===== src/rtl/prio_arb8_ctrl.sv =====
// prio_arb8_ctrl
//
// Sequential arbiter sharing one resource among eight requesters. A request
// vector sampled in IDLE picks one owner, by fixed priority (highest index
// wins) or round-robin (first requester after the previous owner). The
// grant is registered and held until the owner drops its request or the
// optional hold limit expires. A requester that was forcibly revoked is
// masked for the next arbitration, unless it is the only requester.
//
// Handshake: requester i raises req[i] and keeps it high for as long as it
// wants the resource. The grant appears one cycle after req is sampled in
// IDLE. A grant never moves to another requester while it is held. The
// owner ends the grant by dropping req[i]. Every grant is followed by at
// least one cycle with gnt=0.
//
// Parameters
//   RR_MODE   0 = fixed priority (req[7] highest), 1 = round-robin
//   MAX_HOLD  maximum consecutive grant cycles (1..255), 0 = no limit
// Ports
//   clk        rising-edge clock
//   rst_n      asynchronous active-low reset
//   req[7:0]   request vector
//   gnt[7:0]   registered one-hot grant, zero when there is no owner
//   gnt_id     binary index of the owner, meaningful while gnt_valid=1
//   gnt_valid  a grant is active (|gnt)
//   idle       controller is in IDLE
//   timeout    one-cycle pulse in the cycle after a forced revoke

module prio_arb8_ctrl #(
    parameter bit RR_MODE  = 1'b0,
    parameter int MAX_HOLD = 16
) (
    input  logic       clk,
    input  logic       rst_n,
    input  logic [7:0] req,
    output logic [7:0] gnt,
    output logic [2:0] gnt_id,
    output logic       gnt_valid,
    output logic       idle,
    output logic       timeout
);

    typedef enum logic {
        IDLE = 1'b0,
        BUSY = 1'b1
    } state_t;

    localparam bit         HOLD_EN   = (MAX_HOLD != 0);
    localparam logic [7:0] HOLD_LAST = HOLD_EN ? 8'(MAX_HOLD - 1) : 8'd0;

    state_t     state, state_next;
    logic [7:0] gnt_next;
    logic [2:0] gnt_id_next;
    logic       timeout_next;
    logic [2:0] last_id, last_id_next;
    logic [7:0] hold_cnt, hold_next;
    logic       mask_valid, mask_valid_next;
    logic [2:0] mask_id, mask_id_next;

    logic [7:0] eff_masked;
    logic [7:0] eff_req;
    logic [2:0] win_id;
    logic [2:0] scan_idx;
    logic       owner_release;
    logic       hold_hit;

    // Drop the masked requester, but fall back to the raw vector so a lone
    // masked requester can still be served.
    always_comb begin
        eff_masked = req;
        if (mask_valid) begin
            eff_masked[mask_id] = 1'b0;
        end
        eff_req = (eff_masked == 8'd0) ? req : eff_masked;
    end

    // Winner select. Later loop iterations override earlier ones, so the
    // loop order encodes the priority: ascending index for fixed priority
    // (highest wins), descending scan distance for round-robin (nearest
    // index after last_id wins).
    always_comb begin
        win_id   = 3'd0;
        scan_idx = 3'd0;
        if (RR_MODE) begin
            for (int k = 7; k >= 0; k--) begin
                scan_idx = last_id + 3'd1 + 3'(k);
                if (eff_req[scan_idx]) begin
                    win_id = scan_idx;
                end
            end
        end else begin
            for (int i = 0; i < 8; i++) begin
                if (eff_req[i]) begin
                    win_id = 3'(i);
                end
            end
        end
    end

    assign owner_release = ~req[gnt_id];
    assign hold_hit      = HOLD_EN && (hold_cnt == HOLD_LAST);

    always_comb begin
        state_next      = state;
        gnt_next        = gnt;
        gnt_id_next     = gnt_id;
        timeout_next    = 1'b0;
        last_id_next    = last_id;
        hold_next       = hold_cnt;
        mask_valid_next = mask_valid;
        mask_id_next    = mask_id;
        case (state)
            IDLE: begin
                if (req != 8'd0) begin
                    gnt_next        = 8'd1 << win_id;
                    gnt_id_next     = win_id;
                    hold_next       = 8'd0;
                    mask_valid_next = 1'b0;
                    state_next      = BUSY;
                end
            end
            BUSY: begin
                if (owner_release || hold_hit) begin
                    gnt_next     = 8'd0;
                    last_id_next = gnt_id;
                    state_next   = IDLE;
                    // A release in the same cycle as the limit is a normal
                    // hand-back: no pulse and no mask.
                    if (!owner_release) begin
                        mask_valid_next = 1'b1;
                        mask_id_next    = gnt_id;
                        timeout_next    = 1'b1;
                    end
                end else begin
                    hold_next = hold_cnt + 8'd1;
                end
            end
            default: begin
                state_next = IDLE;
                gnt_next   = 8'd0;
            end
        endcase
    end

    always_ff @(posedge clk or negedge rst_n) begin
        if (!rst_n) begin
            state      <= IDLE;
            gnt        <= 8'd0;
            gnt_id     <= 3'd0;
            timeout    <= 1'b0;
            last_id    <= 3'd7;
            hold_cnt   <= 8'd0;
            mask_valid <= 1'b0;
            mask_id    <= 3'd0;
        end else begin
            state      <= state_next;
            gnt        <= gnt_next;
            gnt_id     <= gnt_id_next;
            timeout    <= timeout_next;
            last_id    <= last_id_next;
            hold_cnt   <= hold_next;
            mask_valid <= mask_valid_next;
            mask_id    <= mask_id_next;
        end
    end

    assign gnt_valid = |gnt;
    assign idle      = (state == IDLE);

endmodule


===== config.mk =====
export PLATFORM = sky130hd
export DESIGN_NAME = prio_arb8_ctrl
export DESIGN_NICKNAME = d
export VERILOG_FILES = /design/src/rtl/prio_arb8_ctrl.sv
export SDC_FILE = /design/constraint.sdc
export NUM_CORES = 1
export LEC_CHECK = 0
export CORE_AREA = 2 2 67 56
export DETAILED_ROUTE_END_ITERATION = 7
export DIE_AREA = 0 0 69 58
export PLACE_DENSITY_LB_ADDON = 0.12
export SYNTH_ARGS = -nofsm -noshare
export SYNTH_HDL_FRONTEND = slang
export SYNTH_SLANG_ARGS = --single-unit
export TNS_END_PERCENT = 20

===== constraint.sdc =====
create_clock -name clk -period 2 [get_ports clk]
set_input_delay 0.4 -clock clk [delete_from_list [all_inputs] [get_ports clk]]
set_output_delay 0.4 -clock clk [all_outputs]
set_load 0.1 [all_outputs]

; ---- Word-level counts from Yosys, hierarchy flattened
; Cells that the tools add are included.
[op_classes]
mul = 0
shift = 1
addsub = 1
div_mod_pow = 0
reduce_logical = 10
eq_ne = 5
n_lt_le_gt_ge = 3
mux = 29
n_bitwise = 4
[ops]
columns = cell, count
row1 = $mux 8, 6
row2 = $pmux 8 s2, 2
row3 = $mux 3, 5
row4 = $mux 1, 11
row5 = $add 8x1->8 const B, 1
row6 = $and 8x8->8, 1
row7 = $eq 8x4->1 const B, 1
row8 = $logic_not 8->1, 1
row9 = $lt 3x4->1 const B, 2
row10 = $not 8->8, 1
row11 = $reduce_bool 8->1, 1
row12 = $reduce_or 8->1, 1
row13 = $shl 1x3->8 const A, 1
row14 = $ne 2x1->1 const B, 3
row15 = $reduce_and 2->1, 3
row16 = $reduce_and 3->1, 2
row17 = $pmux 1 s2, 2
row18 = $bmux 1 s3, 1
row19 = $demux 1 s3, 1
row20 = $ge 3x1->1 const B, 1
row21 = $mux 2, 1
row22 = $ne 2x2->1 const B, 1
row23 = $not 1->1, 2
row24 = $logic_and 1x1->1, 1
row25 = $logic_or 1x1->1, 1
[word_totals]
latchBits = 0
inputBits = 10
regBits = 25
romBits = 0
mem_count = 0
ramBits = 0

; ---- Depth between registers and ports, before layout
; Gate-level depths: netlist of run 1.
[logic_depth]
depth_word = 19
ltp_mapped = 8

; ---- Worst setup path after synthesis of run 1
; OpenSTA, ideal clock, no wires.
[synth_timing]
path_kind = register to register
from = reg gnt_id[0]
to = reg gnt[1]
path_slack_ns = -0.523
required_time_ns = 1.878
stages_incl_launch_ff = 7
arrival_time_ns = 2.401
path_cell_list = dfrtp_1 -> mux4_2 -> mux2i_1 -> nor2_2 -> nand2_2 -> nand2_1 -> a22o_1
[synth_via]
elab_chain_cells = 6
[synth_lines]
columns = element, line_no
row1 = "start, declared", 37  ; output logic [2:0] gnt_id,
row2 = "start signal, assigned", 158  ; gnt_id <= gnt_id_next;
row3 = $bmux 1 s3, 100  ; assign owner_release = ~req[gnt_id];
row4 = $mux 1 (not written as such), 100
row5 = $not 1->1, 100
row6 = $logic_or 1x1->1, 123  ; if (owner_release || hold_hit) begin
row7 = $ne 2x1->1 (no line), n/a
row8 = $reduce_and 2->1 (no line), n/a
row9 = "end signal, assigned", 157  ; gnt <= gnt_next;
row10 = "end, declared", 36  ; output logic [7:0] gnt,
; No other way between the ends. The select of a mux whose other input is x is not followed.
; A chain may end at the register's enable or synchronous reset.

; ---- Final worst setup path of run 1
[layout_timing]
from = in req[1]
to = reg gnt[2]
[layout_via]
elab_chain_cells = 14
word_cells_on_any_way = 22
classes_between = eq/ne (2) / shift (1) / mux (13) / bitwise (2) / reduce/logical (4)
[layout_lines]
columns = element, line_no
row1 = "start, declared", 35  ; input logic [7:0] req,
row2 = $and 8x8->8 (no line), n/a
row3 = $mux 8, 71  ; if (mask_valid) begin
row4 = $logic_not 8->1, 74  ; eff_req = (eff_masked == 8'd0) ? req : eff_masked;
row5 = $mux 8, 74
row6 = $mux 1, 93  ; if (eff_req[i]) begin
row7 = $mux 2, 93
row8 = $mux 3 (5 in series), 93
row9 = $shl 1x3->8, 115  ; gnt_next = 8'd1 << win_id;
row10 = $mux 8, 114  ; if (req != 8'd0) begin
row11 = $pmux 8 s2, 112  ; case (state)
; Several ways; a longest one is shown, not always the timed one. The select of a mux whose other input is x is not followed.

==> results.md, run 1 <==
Flow run:
- The tool flagged a number of max-cap violations equal to 0.

Final layout:
- The number of nets at the end of the flow is 236.
- The fraction of layout instances using a drive strength above 1 is 40.63%.
- The area added between synthesis and finish is 46.14%.
- After filler insertion, the fill cell instance count of the layout stands at 270.
- The number of antenna diodes in the final layout is 0.
- The final core utilization is 67.63%.

Logic synthesis:
- The summed instance area of the synthesized netlist is 1540 um^2.
- The number of nets in the synthesized netlist is 173.
- Of the total synthesized cell area, the portion taken by AND, OR, NAND and NOR gates is 26.48%.
- Summing the sequential cell areas from Yosys gives 40.62% of the chip area.
- The number of distinct library cell variants in the gate-level netlist after synthesis is 50.
- The combinational family with the most area after synthesis is simple AND/OR/NAND/NOR gates.
- The compound-cell area share of the yosys netlist is 20.80%.
- The largest area contributor in the synthesized netlist is dfrtp_1.
- The dominant synthesized flop cell is dfrtp_1.
- Of the total synthesized cell area, the portion taken by XOR and XNOR cells is 2.843%.
- The number of synthesized register bits is 25.
- The cell count after synthesis is 162.
- By area the synthesized netlist is led by dfrtp_1 (41%), nand2_1 (4.9%), nor2_1 (3.4%).
- After synthesis, the largest area contributor takes up 40.62% of total cell area.
- The adder-cell area share of the yosys netlist is 0.8123%.
- In this run, synthesis inferred 0 flip-flops with an integrated enable.
- After synthesis, the share of cell area in mux cells is 5.849%.
- The async set-or-reset flop fraction in the synthesized netlist is 100.0%.
- Averaged over all synthesized cells, the footprint is 9.508 um^2.
- During synthesis, Yosys emitted a total of 0 warnings.

Detailed routing:
- Once detail routing completed, the nets flagged for antenna violations numbered 0.
- After detailed routing, the average wire length per cell comes to 16.57 um.
- The DRC marker count from the first detailed-route iteration is 123.
- In the routed design, unresolved DRC markers number 0.
- The routed design has 4.407 mm of wire.
- The total iterations of the first detailed-routing run is 4.
- The routed layout has 1555 vias.
- The number of vias per cell after detailed routing is 5.846.

Die:
- The starting utilization of the core area is 46.28%.
- The area of the placeable core is 3328 um^2.
- The number of top-level pins is 24.
- The floorplan step set the die height to 58 um.
- The die covers 4002 um^2.
- The row count is 19.
- The x dimension of the die is 69 um.

Clock tree:
- CTS built an H-tree with a depth of 1.
- Clock-pin slew was measured on the worst setup and hold paths at 0.08 ns.
- The clock passes through at most 2 buffers.
- The clock sink count is 25.
- The number of buffers inserted during clock tree synthesis is 3.
- The clock tree from TritonCTS is yes.
- The tree is rooted in a clkbuf_8.
- At the later pin of the worst-skew pair, clock insertion delay measures 0.26 ns.

Timing:
- Clock skew on the completed layout was measured at 0.003343 ns.
- The routed design could run at a clock period as short as 2.275 ns.
- The final setup violation count is 10.
- The worst setup slack after layout is -0.2753 ns.
- The actual slew at the worst max-slew pin is 0.4437 ns.
- Setup repair after global routing could not meet its margin everywhere.
- Dividing the final minimum period by the clock period gives 113.8%.
- For this run, the top clock speed supported by timing is 439.5 MHz.
- The number of hold-slack violations in the final timing report came to 0.
- The headroom to the max-slew limit is 70.15%.
- The number of max-slew violations in the final report is 0.

Run status:
- The checks that failed: negative setup slack.
- The run finished, with violations left.

Global route:
- The first global-routing pass estimated 6.975 mm of wire.
- The total global routing track utilization is 21.83%.
- The initial antenna violation count is 0.
- The total overflow left after global routing is 0.
- Entering global routing, the biggest net connects 26 pins.
- The via count of the first global-routing pass was 1469.

Worst setup path:
- At the worst endpoint, the arrival time is 2.43 ns.
- STA classifies the critical path startpoint as a primary input.
- The largest driver fanout on the critical path is 5.
- The type of destination of the critical path is a flip-flop.
- The required arrival time at the worst endpoint is 2.15 ns.
- The class of the most critical setup path is primary input to flip-flop.

Placement:
- The routability congestion estimate is 0.8736.
- The HPWL after detailed placement is 3.271 mm.
- The number of buffer cells added on primary ports is 23.

Power:
- In this run the power density over the cells is 1013 nW/um^2.
- The static leakage is 0.001005 uW.
- The design draws 2279 uW.
- The largest voltage drop on the vdd net is 1.172 mV.

Hold path:
- The tightest min-delay check is of the primary input to async pin type.
metal layers:
layer,GRT usage (%),wire length [um],vias up
met5,0,0,-
met4,6.443,80,0
met3,5.217,291,12
met2,33.52,2009,55
met1,31.13,2024,764
li1,-,-,724
state kept, by name, summed over array words and instances, names as in the netlist:
register / flops
hold_cnt: 8
timeout: 1
mask_valid: 1
gnt: 8
mask_id: 3
state: 1
gnt_id: 3
timing repair:
action	in CTS	in global routing
buffers inserted	1	4
setup endpoints to repair	20	22
gates resized for setup	17	15
hold buffers	0	0
pin swaps	12	7
worst paths after layout:
path                             startpoint     endpoint  slack [ns]  cells after the start
worst max-delay path                 req[1]       gnt[2]       -0.28                      8
worst min-delay path                  rst_n   mask_id[0]        0.50                      2
worst max register to register   mask_id[1]       gnt[2]       -0.24                      8
worst min register to register  hold_cnt[0]  hold_cnt[0]        0.53                      1
max in group asynchronous             rst_n    gnt_id[0]        1.22                      2
min in group clk                hold_cnt[0]  hold_cnt[0]        0.53                      1
worst max-delay path: stages:
cell and delay (ns):
clkdlybuf4s50_1 0.55, mux2i_1 0.12, a31oi_2 0.27, nor2_4 0.08, a2111oi_2 0.51, nor3_4 0.11
nor3b_4 0.18, a22o_1 0.21
logic make-up after synthesis:
family                   Yosys count
adder cells (fa/ha/maj)            1
XOR/XNOR                           5
buffers and inverters              8
flip-flops                        25
AND/OR/NAND/NOR                   77
multiplexers                       6
AO/OA/AOI/OAI                     40
per-stage QoR:
| step | TNS (ns) | setup slack, ns | std cells | hold WS [ns] | instance area [um^2] |
|---|---|---|---|---|---|
| 2_1_floorplan | -0.8564 | -0.1221 | 162 | 0.1044 | 1548 |
| 3_3_place_gp | -8.686 | -0.5164 | 257 | 0.5071 | 2059 |
| 3_5_place_dp | -9.635 | -0.5724 | 257 | 0.5163 | 2059 |
| 4_1_cts | -1.037 | -0.2234 | 262 | 0.5115 | 2137 |
| 5_1_grt | -2.625 | -0.3320 | 266 | 0.5226 | 2251 |
| 6_report | -1.779 | -0.2753 | 266 | 0.5012 | 2251 |
synth_stat cells, types with 2 or more instances:
library cell	instances
a211oi_1	2
a211oi_2	2
a21o_1	2
a21oi_1	5
a22o_1	6
a32o_1	2
and3_1	4
buf_2	2
dfrtp_1	25
inv_1	5
mux2i_1	3
mux4_2	2
nand2_1	20
nand2b_1	4
nand3_1	8
nand3b_1	3
nor2_1	14
nor2_2	2
nor3_1	4
nor4_1	4
o21ai_0	6
o22a_1	3
or3_1	4
xnor2_1	3
xor2_1	2
report_power, final:
group	internal, uW	leakage (uW)	switching (uW)
Combinational	454	0.000662	868
Clock	142	0.0000228	148
Sequential	586	0.000320	80.7
cell usage in the layout (no fill, tap or decap), types with 2 or more instances in the layout:
cell             Yosys  final
mux4_2               2      2
nor3_2               1      2
nand3b_1             3      3
or3_1                4      4
a32o_1               2      2
mux2i_1              3      2
o21ai_0              6      6
nand3_1              8      7
nor4_1               4      3
xor2_1               2      2
and3_1               4      4
dfrtp_2              0      3
nand2_2              1      3
clkdlybuf4s50_1      0      2
nor3_1               4      2
a211oi_2             2      3
nor3_4               1      2
dlygate4sd2_1        0      6
xnor2_1              3      3
inv_1                5      4
nand2_1             20     17
a21o_1               2      2
buf_12               0      3
dfrtp_1             25     21
clkbuf_8             0      3
buf_4                0     46
nor2_1              14     14
a21oi_1              5      5
nand2b_1             4      4
buf_6                1      3
o22a_1               3      2
a22o_1               6      6
final cells by class:
cell class	count	area [um^2]	area share, %
clock buffer	4	45.04	2.001
inverter	5	18.77	0.8338
multi-input combinational	129	977.2	43.41
sequential	25	633.1	28.13
tap	42	52.55	2.335
timing repair buffer	61	524.3	23.29
Note: power is estimated with default switching activity, not from simulation.
==> inputs of run 2 (changes only) <==
GPL_TIMING_DRIVEN = 0   (was not set)
==> results.md, run 2 (same netlist as run 1, synthesis figures left out) <==
Timing:
- The number of max-slew violations in the final report was 0.
- Subtracting the final worst setup slack from the clock period gives 2.197 ns.
- The worst setup slack after layout is -0.1967 ns.
- Setup repair after global routing could not meet its margin everywhere.
- The headroom to the max-slew limit is 27.63%.
- At the pin with the least slew margin, the transition time is 1.082 ns.
- Clock skew on the completed layout was measured at 0.004896 ns.
- The final critical path takes up 109.8% of the cycle.
- The final setup violation count is 11.
- The top achievable clock speed is 455.2 MHz.
- The number of hold-slack violations in the final timing report was 0.

Hold path:
- The type of the worst min-delay path is primary input to flip-flop.
- The start point of the worst min-delay path is req[7].
- The path with the worst hold slack has its endpoint at gnt[7].
- The instance count along the most critical hold path is 2.

Final layout:
- The area added between synthesis and finish is 31.36%.
- The finished layout holds 237 standard cells, fillers aside.
- The number of nets at the end of the flow is 207.
- The number of inserted diodes is 0.
- The leading cell type in the layout, fill and taps excluded is dfrtp_1.
- In the final layout, the share of cells above drive strength 1 is 26.15%.
- In the final layout, the registers with the most flip-flops are gnt: 8 flops, hold_cnt: 8 flops.
- The number of filler cells placed in the layout is 297.
- The library cells used most frequently in the layout, excluding fill and tap cells, are dfrtp_1 (22), nand2_1 (17), dlygate4sd2_1 (15).

Die:
- Measured along the x axis, the die boundary spans 69 um.
- Measured along the y axis, the die boundary spans 58 um.
- For this configuration, the core starts out at a cell density of 46.28%.
- The area of the placeable core is 3328 um^2.
- For this design the top-level I/O count stands at 24.
- The die outline area is 4002 um^2.
- After floorplanning, the core was divided into 19 placement rows.

Detailed routing:
- After the first detailed-routing iteration, the DRC count stood at 137.
- The final route contains 1387 vias.
- In the routed layout, each cell is associated on average with a via count of 5.852.
- The detail route stage leaves a number of antenna-violating nets equal to 0.
- The total iterations of the first detailed-routing run is 4.
- The routed wirelength normalized by instance count is 16.57 um.
- The total wirelength of the detailed-routed design is 3.927 mm.
- The DRC violation count after routing is 0.

Worst setup path:
- The terminus of the critical flop-to-flop path is gnt[3].
- The startpoint kind of the worst setup timing path is a flip-flop.
- The critical path is of the flip-flop to flip-flop type.
- In this run the worst path has a maximum fanout of 4.
- For the worst setup path, the data arrival time is 2.42 ns.
- The required arrival time at the worst endpoint is 2.22 ns.
- The depth of the most critical reg-to-reg path is 8.
- In this run the critical register-to-register path is launched from mask_id[1].
- The type of destination of the critical path is a flip-flop.
- The setup check on the worst reg-to-reg path leaves a slack of -0.20 ns.

Run status:
- The checks that failed: negative setup slack.
- The run finished, with violations left.

Global route:
- The initial antenna violation count is 0.
- The total overflow reported by the global router is 0.
- The global-route wire length before repair is 6.686 mm.
- The total global routing track utilization is 21.34%.
- The via count of the first global-routing pass is 1338.
- Entering global routing, the biggest net connects 26 pins.

Power:
- The static leakage is 0.0008838 uW.
- In this run the power spent charging and discharging nets is 1087 uW.
- Across the VDD grid, the largest voltage drop is 0.9065 mV.
- The cell-internal power is 1000 uW.
- The sequential cell fraction of total power is 32.5%.
- Combinational logic burns 53.0% of the power.
- Net switching is 52.08% of the power.
- Dividing total power by cell area gives a power density of 1032 nW/um^2.
- The share of total power dissipated in the clock network is 14.5%.

Placement:
- The cell total after placement is 226.
- Detailed placement finished with a half-perimeter wire length of 2.647 mm.
- The routability congestion estimate is 0.8542.
- The worst slack after detailed placement is -0.7207 ns.
- The number of buffer cells added on primary ports is 22.

Clock tree:
- The clock tree root buffer cell is clkbuf_8.
- The number of buffers inserted during clock tree synthesis is 3.
- The insertion delay of the later-clocked pin in the worst-skew pair is 0.28 ns.
- TritonCTS built the clock tree.
- Buffers inserted to repair hold after CTS numbered 0.
- The clock passes through at most 2 buffers.
- The tree built by TritonCTS fans out to 25 sinks.
- In this run the number of H-tree levels came out at 1.
- After clock tree synthesis, the clock-pin slew on the worst setup and hold paths is 0.08 ns.

Flow run:
- The tool flagged a number of max-cap violations equal to 0.
run 2: cell count changes in the layout (fill, tap and decap cells not counted), moves of 2 or more:
cell,change
dlygate4sd2_1,+9
buf_6,-2
buf_4,-39
clkdlybuf4s15_2,+2
buf_12,-3
clkbuf_2,+2
nor3_2,-2
a21oi_1,-2
run 2: cell type report:
type	count	area [um^2]	area share (%)
tap	42	52.55	2.597
inverter	5	18.77	0.9276
clock inverter	1	7.507	0.3711
buffer	3	23.77	1.175
timing repair buffer	29	249.0	12.31
sequential	25	631.9	31.23
clock buffer	3	41.29	2.041
multi-input combinational	129	998.5	49.35
run 2: power groups by stage:
stage,combinational (uW),sequential (uW),clock [uW]
global route,1160,691,328
floorplan,499,981,0
finish,1110,678,303
detailed placement,1060,687,0
CTS,1060,677,311
global placement,1060,684,0
run 2: repair_timing:
item                                    CTS  global route
endpoints found under the setup margin   33            21
buffers inserted                          4             3
pin swaps                                20             7
gates resized for setup                  39            16
run 2: worst max-delay path, cell delays in order (launching register included):
cell and delay (ns):
dfrtp_1 0.38, buf_6 0.13, mux2_4 0.29, o32a_4 0.35, nor2_4 0.15, a2111oi_4 0.10, nor3_4 0.31, nor3b_4 0.27
a22o_1 0.16
run 2: per-layer routing:
layer | up-vias | routed length (um) | track usage [%]
li1 | 672 | - | -
met1 | 680 | 1934 | 30.99
met2 | 31 | 1781 | 31.32
met3 | 4 | 158 | 4.522
met4 | 0 | 53 | 8.683
met5 | - | 0 | 0
run 2: worst max path at each step:
stage               depth (start not counted)  startpoint  slack, ns          end
global placement                            8      req[6]      -0.68       gnt[3]
CTS                                         8  mask_id[1]      -0.17       gnt[0]
floorplan                                   6   gnt_id[2]      -0.12  hold_cnt[7]
global route                                8  mask_id[1]      -0.28       gnt[0]
detailed placement                          8      req[3]      -0.72       gnt[0]
finish                                      8  mask_id[1]      -0.20       gnt[3]
run 2: through the flow:
stage                     power, uW  hold slack, ns  area [um^2]  TNS [ns]  utilization, %
final                          2087          0.5346         2023    -1.442           60.79
after global placement         1745          0.5054         1821    -11.31           54.70
after detailed placement       1752          0.5108         1821    -11.67           54.70
after CTS                      2052          0.5149         1947    -1.394           58.50
after floorplan                1480          0.1044         1548   -0.8564               -
after global routing           2179          0.5332         2023    -2.379           60.79
